File: src/rtl/mc_alu_exec_pkg.sv
// rtl/mc_alu_exec_pkg.sv - shared encodings and shift helper for the multi-cycle execute unit
// Contents: alu_op_e (3-bit ALU op), SHIFT_* funct[1:0] encodings,
// shift_step() single-bit shift used by the iterative shifter.
package mc_alu_exec_pkg;

  typedef enum logic [2:0] {
    ALU_AND  = 3'b000,
    ALU_OR   = 3'b001,
    ALU_ADD  = 3'b010,
    ALU_XOR  = 3'b011,
    ALU_NOR  = 3'b100,
    ALU_SLTU = 3'b101,
    ALU_SUB  = 3'b110,
    ALU_SLT  = 3'b111
  } alu_op_e;

  localparam logic [1:0] SHIFT_SLL = 2'b00;
  localparam logic [1:0] SHIFT_SRL = 2'b10;
  localparam logic [1:0] SHIFT_SRA = 2'b11;

  // One shifter step; funct 01 has no MIPS meaning here and falls back to SLL.
  function automatic logic [31:0] shift_step(input logic [31:0] v, input logic [1:0] st);
    logic [31:0] r;
    case (st)
      SHIFT_SRL: r = {1'b0, v[31:1]};
      SHIFT_SRA: r = {v[31], v[31:1]};
      default:   r = {v[30:0], 1'b0};
    endcase
    return r;
  endfunction

endpackage

File: src/rtl/mc_alu_exec_alu_comb.sv
// rtl/mc_alu_exec_alu_comb.sv - combinational 8-op logic/arithmetic unit
// Ports: alu_op (3-bit op), a, b (operands), y (result).
// ADD/SUB wrap modulo 2^WIDTH; SLT/SLTU yield a zero-extended 0/1.
module alu_comb
  import mc_alu_exec_pkg::*;
#(
  parameter int WIDTH = 32
) (
  input  logic [2:0]       alu_op,
  input  logic [WIDTH-1:0] a,
  input  logic [WIDTH-1:0] b,
  output logic [WIDTH-1:0] y
);

  always_comb begin
    y = '0;
    case (alu_op_e'(alu_op))
      ALU_AND:  y = a & b;
      ALU_OR:   y = a | b;
      ALU_ADD:  y = a + b;
      ALU_XOR:  y = a ^ b;
      ALU_NOR:  y = ~(a | b);
      ALU_SLTU: y = {{(WIDTH-1){1'b0}}, (a < b)};
      ALU_SUB:  y = a - b;
      ALU_SLT:  y = {{(WIDTH-1){1'b0}}, ($signed(a) < $signed(b))};
      default:  y = '0;
    endcase
  end

endmodule

File: src/rtl/mc_alu_exec.sv
// rtl/mc_alu_exec.sv - multi-cycle execute unit: 1-cycle ALU ops, bit-serial shifts
// Ports: clk, rst (sync, active high); request side in_valid/in_ready with
// alu_op, enableshifter, shift_type, shift, shamt, src_a, src_b;
// response side out_valid/out_ready with registered result and zero.
module mc_alu_exec
  import mc_alu_exec_pkg::*;
#(
  parameter int WIDTH   = 32,
  parameter int SHAMT_W = 5
) (
  input  logic               clk,
  input  logic               rst,
  input  logic               in_valid,
  output logic               in_ready,
  input  logic [2:0]         alu_op,
  input  logic               enableshifter,
  input  logic [1:0]         shift_type,
  input  logic               shift,
  input  logic [SHAMT_W-1:0] shamt,
  input  logic [WIDTH-1:0]   src_a,
  input  logic [WIDTH-1:0]   src_b,
  output logic               out_valid,
  input  logic               out_ready,
  output logic [WIDTH-1:0]   result,
  output logic               zero
);

  typedef enum logic [1:0] {
    S_IDLE  = 2'd0,
    S_SHIFT = 2'd1,
    S_DONE  = 2'd2
  } state_e;

  state_e             state;
  logic [SHAMT_W-1:0] count;
  logic [WIDTH-1:0]   work;
  logic [1:0]         stype;

  logic [WIDTH-1:0]   alu_y;
  logic [WIDTH-1:0]   work_next;
  logic [SHAMT_W-1:0] amt;

  alu_comb #(.WIDTH(WIDTH)) u_alu (
    .alu_op (alu_op),
    .a      (src_a),
    .b      (src_b),
    .y      (alu_y)
  );

  assign amt       = shift ? src_a[SHAMT_W-1:0] : shamt;
  assign work_next = shift_step(work, stype);

  always_ff @(posedge clk) begin
    if (rst) begin
      state     <= S_IDLE;
      in_ready  <= 1'b1;
      out_valid <= 1'b0;
      result    <= '0;
      zero      <= 1'b0;
      count     <= '0;
      work      <= '0;
      stype     <= SHIFT_SLL;
    end else begin
      case (state)
        S_IDLE: begin
          if (in_valid) begin
            in_ready <= 1'b0;
            if (!enableshifter) begin
              result    <= alu_y;
              zero      <= (alu_y == '0);
              out_valid <= 1'b1;
              state     <= S_DONE;
            end else begin
              stype <= shift_type;
              work  <= src_b;
              count <= amt;
              if (amt == '0) begin
                result    <= src_b;
                zero      <= (src_b == '0);
                out_valid <= 1'b1;
                state     <= S_DONE;
              end else begin
                state <= S_SHIFT;
              end
            end
          end
        end
        S_SHIFT: begin
          work  <= work_next;
          count <= count - 1'b1;
          // count==1 means this edge performs the last bit of the shift
          if (count == SHAMT_W'(1)) begin
            result    <= work_next;
            zero      <= (work_next == '0);
            out_valid <= 1'b1;
            state     <= S_DONE;
          end
        end
        S_DONE: begin
          // in_ready rises only after the handshake edge, so no same-cycle reaccept
          if (out_ready) begin
            out_valid <= 1'b0;
            in_ready  <= 1'b1;
            state     <= S_IDLE;
          end
        end
        default: begin
          state     <= S_IDLE;
          in_ready  <= 1'b1;
          out_valid <= 1'b0;
        end
      endcase
    end
  end

endmodule

File: config.mk
export PLATFORM = sky130hd
export DESIGN_NAME = mc_alu_exec
export DESIGN_NICKNAME = d
export VERILOG_FILES = /design/src/rtl/mc_alu_exec_pkg.sv /design/src/rtl/mc_alu_exec_alu_comb.sv /design/src/rtl/mc_alu_exec.sv
export SDC_FILE = /design/constraint.sdc
export NUM_CORES = 1
export LEC_CHECK = 0
export CORE_MARGIN = 10
export CORE_UTILIZATION = 39
export DETAILED_ROUTE_END_ITERATION = 7
export PLACE_DENSITY = 0.71
export SYNTH_ARGS = -nofsm -noshare
export SYNTH_HDL_FRONTEND = slang
export SYNTH_SLANG_ARGS = --single-unit
File: constraint.sdc
create_clock -name clk -period 4 [get_ports clk]
set_input_delay 1 -clock clk [delete_from_list [all_inputs] [get_ports clk]]
set_output_delay 1 -clock clk [all_outputs]
set_load 0.05 [all_outputs]
==> results.sh, run 1 <==
export IMPL_vias_per_cell=6.066
export IMPL_reg2reg_from="count[0]"
export IMPL_fmax_mhz=234.7
export IMPL_synth_edf_count=0
export IMPL_fp_dieH_um=181.2
export IMPL_cp_arrival_ns=4.54
export IMPL_ios=115
export IMPL_max_stage_delay_ns=0.55
export IMPL_hold_depth=2
export IMPL_cpMostUsedCell="buf_4"
export IMPL_setup_viol=1
export IMPL_tightest_slew_ns=0.8308
export IMPL_ys_seq_elements=76
export IMPL_grt_pass1_vias=13310
export IMPL_start_util_pct=39.90
export IMPL_cts_max_path_buffers=2
export IMPL_overflow=0
export IMPL_status="finished, violations left"
export IMPL_final_util_pct=62.72
export IMPL_finClkSkew_ns=0.004518
export IMPL_fin_crit_sh_pct=106.5
export IMPL_remaining_drc_errors=0
export IMPL_crit_path_max_fanout=3
export IMPL_syn_avg_cell_area_um2=6.945
export IMPL_synth_area_um2=10130
export IMPL_cts_tree="yes"
export IMPL_num_antenna_cells=0
export IMPL_grt_use_total_pct=28.87
export IMPL_fillers=2303
export IMPL_postSynth_asyncResetShare_pct=0
export IMPL_ir_drop_mv=0.2841
export IMPL_hold_path_startpoint="result[10]"
export IMPL_critPathKind="input port to register"
export IMPL_h_tree_depth=3
export IMPL_first_pass_iters=7
export IMPL_area_growth_pct=57.20
export IMPL_cp_slowest_cell="or4_4"
export IMPL_relSlewSlack_pct=43.18
export IMPL_core_area_um2=25400
export IMPL_r2r_end="zero"
export IMPL_dieWidth_um=181.2
export IMPL_power_leakage_nw=6.997
export IMPL_violations="negative setup slack"
export IMPL_dp_slack_ns=-1.180
export IMPL_rsz0062_at_grt="true"
export IMPL_rrSetupSlack_ns=0.78
export IMPL_cts_sinks=76
export IMPL_die_area_um2=32830
export IMPL_hold_end="result[10]"
export IMPL_dp_final_hpwl_um=39860
export IMPL_netlist_cell_type_count=80
export IMPL_place_congestion=1.012
export IMPL_path_buf_inv=5
export IMPL_synth_net_count=1642
export IMPL_antenna_found_initial=0
export IMPL_drt_iter0_drc=1566
export IMPL_clk_pin_slew_worst_paths_ns=0.06
export IMPL_portBuffers=114
export IMPL_cts_buffers_inserted=9
export IMPL_ant_nets=0
export IMPL_crit_required_ns=4.28
export IMPL_root_buffer="clkbuf_16"
export IMPL_final_hold_viol_count=0
export IMPL_drv_cap=0
export IMPL_yosysSeqAreaShare_pct=15.01
export IMPL_grt_pass1_wl_um=76970
export IMPL_routed_wl_um=50780
export IMPL_drive_gt1_share_pct=34.25
export IMPL_critPathTopFamily="compound AO/OA/AOI/OAI gates"
export IMPL_worst_slack_ns=-0.2605
export IMPL_fin_crit_ns=4.261
export IMPL_hp_class="register to register"
export IMPL_powerDensity_nw_per_um2=266.3
export IMPL_insertion_delay_ns=0.33
export IMPL_fin_setup_tns_ns=-0.2605
export IMPL_r2r_cells=13
export IMPL_syn_inst=1459
export IMPL_yosysWarnings=0
export IMPL_critPathCaptureType="register"
export IMPL_ys_flop_type="dfxtp_1"
export IMPL_startpoint_type="input port"
export IMPL_nets=2105
export IMPL_num_rows=58
export IMPL_grt_max_degree=78
export IMPL_slew_violations=0
export IMPL_drt_wirelength_per_cell_um=22.50
export IMPL_vias=13690
export IMPL_path_cells="buf_12 -> inv_6 -> ha_4 -> inv_2 -> fa_2 -> nor2b_4 -> o311ai_4 -> buf_4 -> a2111oi_4 -> o31ai_4 -> buf_4 -> o211ai_1 -> a221o_1 -> or4_4 -> nor4b_4 -> and4_1 -> a41o_1"
-- worst max-delay path by stage --
stage,depth (start not counted),startpoint,slack (ns),to
3_3_place_gp,16,src_a[0],-1.11,zero
2_1_floorplan,14,src_a[4],-0.04,zero
6_report,17,src_a[0],-0.26,zero
5_1_grt,17,src_a[0],-0.32,zero
3_5_place_dp,16,src_a[0],-1.18,zero
4_1_cts,17,src_a[0],-0.27,zero
-- worst min-delay path, stage by stage, from the launching register on --
cell     delay [ns]
dfxtp_1        0.31
nand2_1        0.05
a21oi_1        0.05
-- layout by cell type, fill, tap and decap left out, drive strengths merged, types with 11 or more instances in the layout --
master / n
a31oi: 21
nor4: 26
a21o: 33
o21bai: 12
o211ai: 27
xnor2: 15
nand4: 12
a211o: 11
nor3: 47
nor2: 193
buf: 454
dlygate4sd2: 12
or4: 11
ha: 101
nand2b: 12
dfxtp: 76
clkdlybuf4s50: 79
nor2b: 20
o21ai: 87
clkbuf: 17
nand3: 22
mux2i: 41
nand2: 106
a21oi: 124
mux2: 12
a221oi: 28
inv: 104
a211oi: 30
o31ai: 15
-- cell usage after synthesis, drive strengths merged, types with 24 or more instances --
library cell | n | area, um^2
o211ai | 27 | 202.7
mux2i | 41 | 410.4
inv | 105 | 394.1
nor2 | 193 | 729.5
a21o | 33 | 247.7
nor3 | 47 | 235.2
buf | 24 | 113.9
nor4 | 26 | 162.7
nand2 | 106 | 397.9
dfxtp | 76 | 1521
a221oi | 28 | 245.2
ha | 101 | 1264
o21ai | 87 | 435.4
a21oi | 124 | 620.6
clkbuf | 82 | 307.8
a211oi | 30 | 230.2
-- power breakdown --
group	internal (mW)	switching (mW)	total [mW]
sequential	0.832	0.0635	0.895
clock	0.560	0.318	0.879
combinational	1.10	1.37	2.47
total	2.49	1.75	4.24
-- cell type report --
cell class                 count  area, um^2  share of cell area (%)
timing repair buffer         558        4508                   28.30
clock inverter                 5       75.07                  0.4713
inverter                     105       432.9                   2.718
clock buffer                  11       242.7                   1.524
multi-input combinational   1172        8736                   54.84
tap                          330       412.9                   2.592
sequential                    76        1523                   9.559
-- sequential cells by signal, indices dropped and copies added (netlist names) --
| register | count |
|---|---|
| count | 5 |
| result | 32 |
| in_ready | 1 |
| zero | 1 |
| out_valid | 1 |
| stype | 2 |
| state | 2 |
| work | 32 |
-- per-layer routing --
metal	track usage (%)	vias to the layer above	wire [um]
met5	0	-	0
met4	11.13	0	2519
met3	4.975	153	4239
met2	48.04	753	23240
met1	36.27	6465	20780
li1	-	6320	-
-- cell families after synthesis --
logic type	Yosys count	share of synthesized area, %
AOI/OAI and AO/OA	512	34.79
xor gates and xnor gates	17	1.469
adders and majority gates	103	12.87
buffers and inverters	211	8.050
DFF	76	15.01
muxes	53	5.383
and+or+nand+nor	487	22.42
-- per-stage QoR --
stage	power [mW]	hold slack, ns	instances	cell area, um^2
detailed placement	3.085	0.4425	2201	14430
finish	4.242	0.4504	2257	15930
CTS	4.094	0.4505	2244	15500
global route	4.432	0.4707	2257	15930
floorplan	2.052	0.4366	1459	10250
global placement	3.071	0.4425	2201	14430
-- what timing repair did --
action,4_1_cts,5_1_grt
buffers inserted,33,16
gates resized for setup,194,89
setup endpoints to repair,23,17
cloned,0,0
hold buffers,0,0
pin swaps,49,55
(Power assumes the default switching activity.)
==> run 2: changes to the inputs <==
--- a/config.mk
+++ b/config.mk
@@ -6,9 +6,9 @@
 export NUM_CORES = 1
 export LEC_CHECK = 0
 export CORE_MARGIN = 10
-export CORE_UTILIZATION = 39
+export CORE_UTILIZATION = 31
 export DETAILED_ROUTE_END_ITERATION = 7
-export PLACE_DENSITY = 0.71
+export PLACE_DENSITY = 0.61
 export SYNTH_ARGS = -nofsm -noshare
 export SYNTH_HDL_FRONTEND = slang
 export SYNTH_SLANG_ARGS = --single-unit
==> run 2 against run 1 <==
  * The flow still finishes with violations (negative setup slack)
  * Design area increased by 0.54%
  * Die area is 23% higher
  * Clock-buffer cell count is the same
  * Fmax grew 2.5%
  * Critical path depth rose by 2
  * Global-route usage decreased by 4.3 points
  * Clock power is 10% higher
  * Sequential share of layout area shrank 0.052 points
  * Clock skew increased by 0.0031 ns
  * Worst hold slack better by 0.0072 ns
  * Largest cell class unchanged
  * Largest power group unchanged
  * Highest routed layer unchanged
==> results.sh, run 2 (synthesis results as in run 1) <==
export IMPL_relSlewSlack_pct=43.03
export IMPL_drt_iter0_drc=1340
export IMPL_hold_slack_ns=0.4577
export IMPL_drt_wirelength_per_cell_um=22.33
export IMPL_hold_depth=2
export IMPL_critPathTopFamily="simple AND/OR/NAND/NOR gates"
export IMPL_finClkSkew_ns=0.007579
export IMPL_path_cells="buf_8 -> inv_6 -> ha_4 -> inv_2 -> fa_2 -> nor2b_4 -> o311ai_4 -> buf_4 -> buf_6 -> a31oi_4 -> xnor2_2 -> nor2_1 -> nor4bb_2 -> buf_4 -> nand4b_1 -> or4_4 -> nor4b_4 -> and4_1 -> a41o_1"
export IMPL_r2r_cells=13
export IMPL_p_switching_mw=1.781
export IMPL_cts_sinks=76
export IMPL_final_hold_viol_count=0
export IMPL_cp_arrival_ns=4.45
export IMPL_place_area_um2=14660
export IMPL_r2r_end="zero"
export IMPL_portBuffers=114
export IMPL_cts_buffers_inserted=9
export IMPL_h_tree_depth=3
export IMPL_fin_crit_ns=4.158
export IMPL_grt_max_degree=78
export IMPL_ir_drop_mv=0.2099
export IMPL_routed_wl_um=52710
export IMPL_cts_tree="yes"
export IMPL_insertion_delay_ns=0.34
export IMPL_p_int_mw=2.560
export IMPL_worst_slack_ns=-0.1585
export IMPL_place_congestion=0.9800
export IMPL_dieWidth_um=200.8
export IMPL_grt_pass1_vias=13350
export IMPL_final_common_cell="buf_4"
export IMPL_crit_path_max_fanout=3
export IMPL_cts_max_path_buffers=2
export IMPL_reg2reg_from="count[0]"
export IMPL_startpoint_type="input port"
export IMPL_remaining_drc_errors=0
export IMPL_placed_cells=2323
export IMPL_vias_per_cell=5.760
export IMPL_grt_use_total_pct=24.58
export IMPL_rrSetupSlack_ns=0.81
export IMPL_fmax_mhz=240.5
export IMPL_vias=13590
export IMPL_die_area_um2=40320
export IMPL_cpMostUsedCell="buf_4"
export IMPL_drive_gt1_share_pct=34.20
export IMPL_p_seq_share_pct=20.7
export IMPL_tightest_slew_ns=0.8545
export IMPL_path_buf_inv=6
export IMPL_num_antenna_cells=0
export IMPL_hold_path_startpoint="result[9]"
export IMPL_violations="negative setup slack"
export IMPL_cp_slowest_cell="or4_4"
export IMPL_area_growth_pct=58.06
export IMPL_final_util_pct=49.48
export IMPL_fin_crit_sh_pct=104.0
export IMPL_hp_class="register to register"
export IMPL_largest_registers="result x32, work x32, count x5"
export IMPL_final_cell_mix="buf_4 (422), nor2_1 (182), a21oi_1 (110)"
export IMPL_nets=2096
export IMPL_swShare_pct=41.02
export IMPL_start_util_pct=31.30
export IMPL_power_leakage_nw=6.996
export IMPL_drv_cap=0
export IMPL_dp_final_hpwl_um=41990
export IMPL_crit_required_ns=4.29
export IMPL_combPwrFrac_pct=57.0
export IMPL_ant_nets=0
export IMPL_root_buffer="clkbuf_16"
export IMPL_num_rows=66
export IMPL_setup_viol=1
export IMPL_fin_cells=2360
export IMPL_status="finished, violations left"
export IMPL_fillers=3261
export IMPL_overflow=0
export IMPL_hold_end="result[9]"
export IMPL_rsz0062_at_grt="true"
export IMPL_core_area_um2=32370
export IMPL_critPathKind="input port to register"
export IMPL_p_clk_share_pct=22.3
export IMPL_first_pass_iters=7
export IMPL_powerDensity_nw_per_um2=271.0
export IMPL_max_stage_delay_ns=0.54
export IMPL_grt_pass1_wl_um=78840
export IMPL_stdcell_area_um2=16020
export IMPL_dp_slack_ns=-1.098
export IMPL_slew_violations=0
export IMPL_fp_dieH_um=200.8
export IMPL_critPathCaptureType="register"
export IMPL_ios=115
export IMPL_clk_pin_slew_worst_paths_ns=0.06
export IMPL_antenna_found_initial=0
[run 2: what timing repair did]
action / 4_1_cts / 5_1_grt
hold buffers: 0 / 0
endpoints found under the setup margin: 23 / 20
buffers inserted: 12 / 12
pin swaps: 30 / 54
gates resized for setup: 136 / 139
[run 2: area by class of cell]
class	count	area (um^2)	share of cell area, %
timing repair buffer	549	4409	27.53
inverter	105	424.2	2.648
clock buffer	11	242.7	1.516
multi-input combinational	1172	8757	54.68
clock inverter	5	107.6	0.6718
tap	442	553.0	3.453
sequential	76	1523	9.507
[run 2: how the worst max path moves through the flow]
stage	depth (start not counted)	end	from
global route	19	zero	src_a[0]
finish	19	zero	src_a[0]
floorplan	14	zero	src_a[4]
detailed placement	15	zero	src_b[0]
CTS	17	zero	src_b[0]
global placement	15	zero	src_b[0]
[run 2: worst min-delay path, cell delays in order (launching register included)]
cell     delay (ns)
dfxtp_1        0.31
nand2_1        0.05
a21oi_1        0.05
[run 2: layer usage]
layer	routed length, um	vias up	track usage [%]
li1	-	6290	-
met1	22300	6500	31.31
met2	24180	660	40.70
met3	3579	144	2.695
met4	2646	0	11.58
met5	0	-	0
[run 2: power groups by stage]
stage | Clock (mW) | Combinational (mW) | Sequential (mW)
2_1_floorplan | 0 | 1.01 | 1.04
3_3_place_gp | 0 | 2.22 | 0.908
3_5_place_dp | 0 | 2.23 | 0.910
4_1_cts | 0.971 | 2.32 | 0.894
5_1_grt | 1.01 | 2.62 | 0.903
6_report | 0.969 | 2.47 | 0.897
[run 2: stage by stage]
step | TNS (ns) | total power, mW
6_report | -0.1585 | 4.341
5_1_grt | -0.3864 | 4.543
4_1_cts | -0.2721 | 4.185
3_5_place_dp | -18.22 | 3.137
3_3_place_gp | -17.36 | 3.127
2_1_floorplan | -0.04488 | 2.052
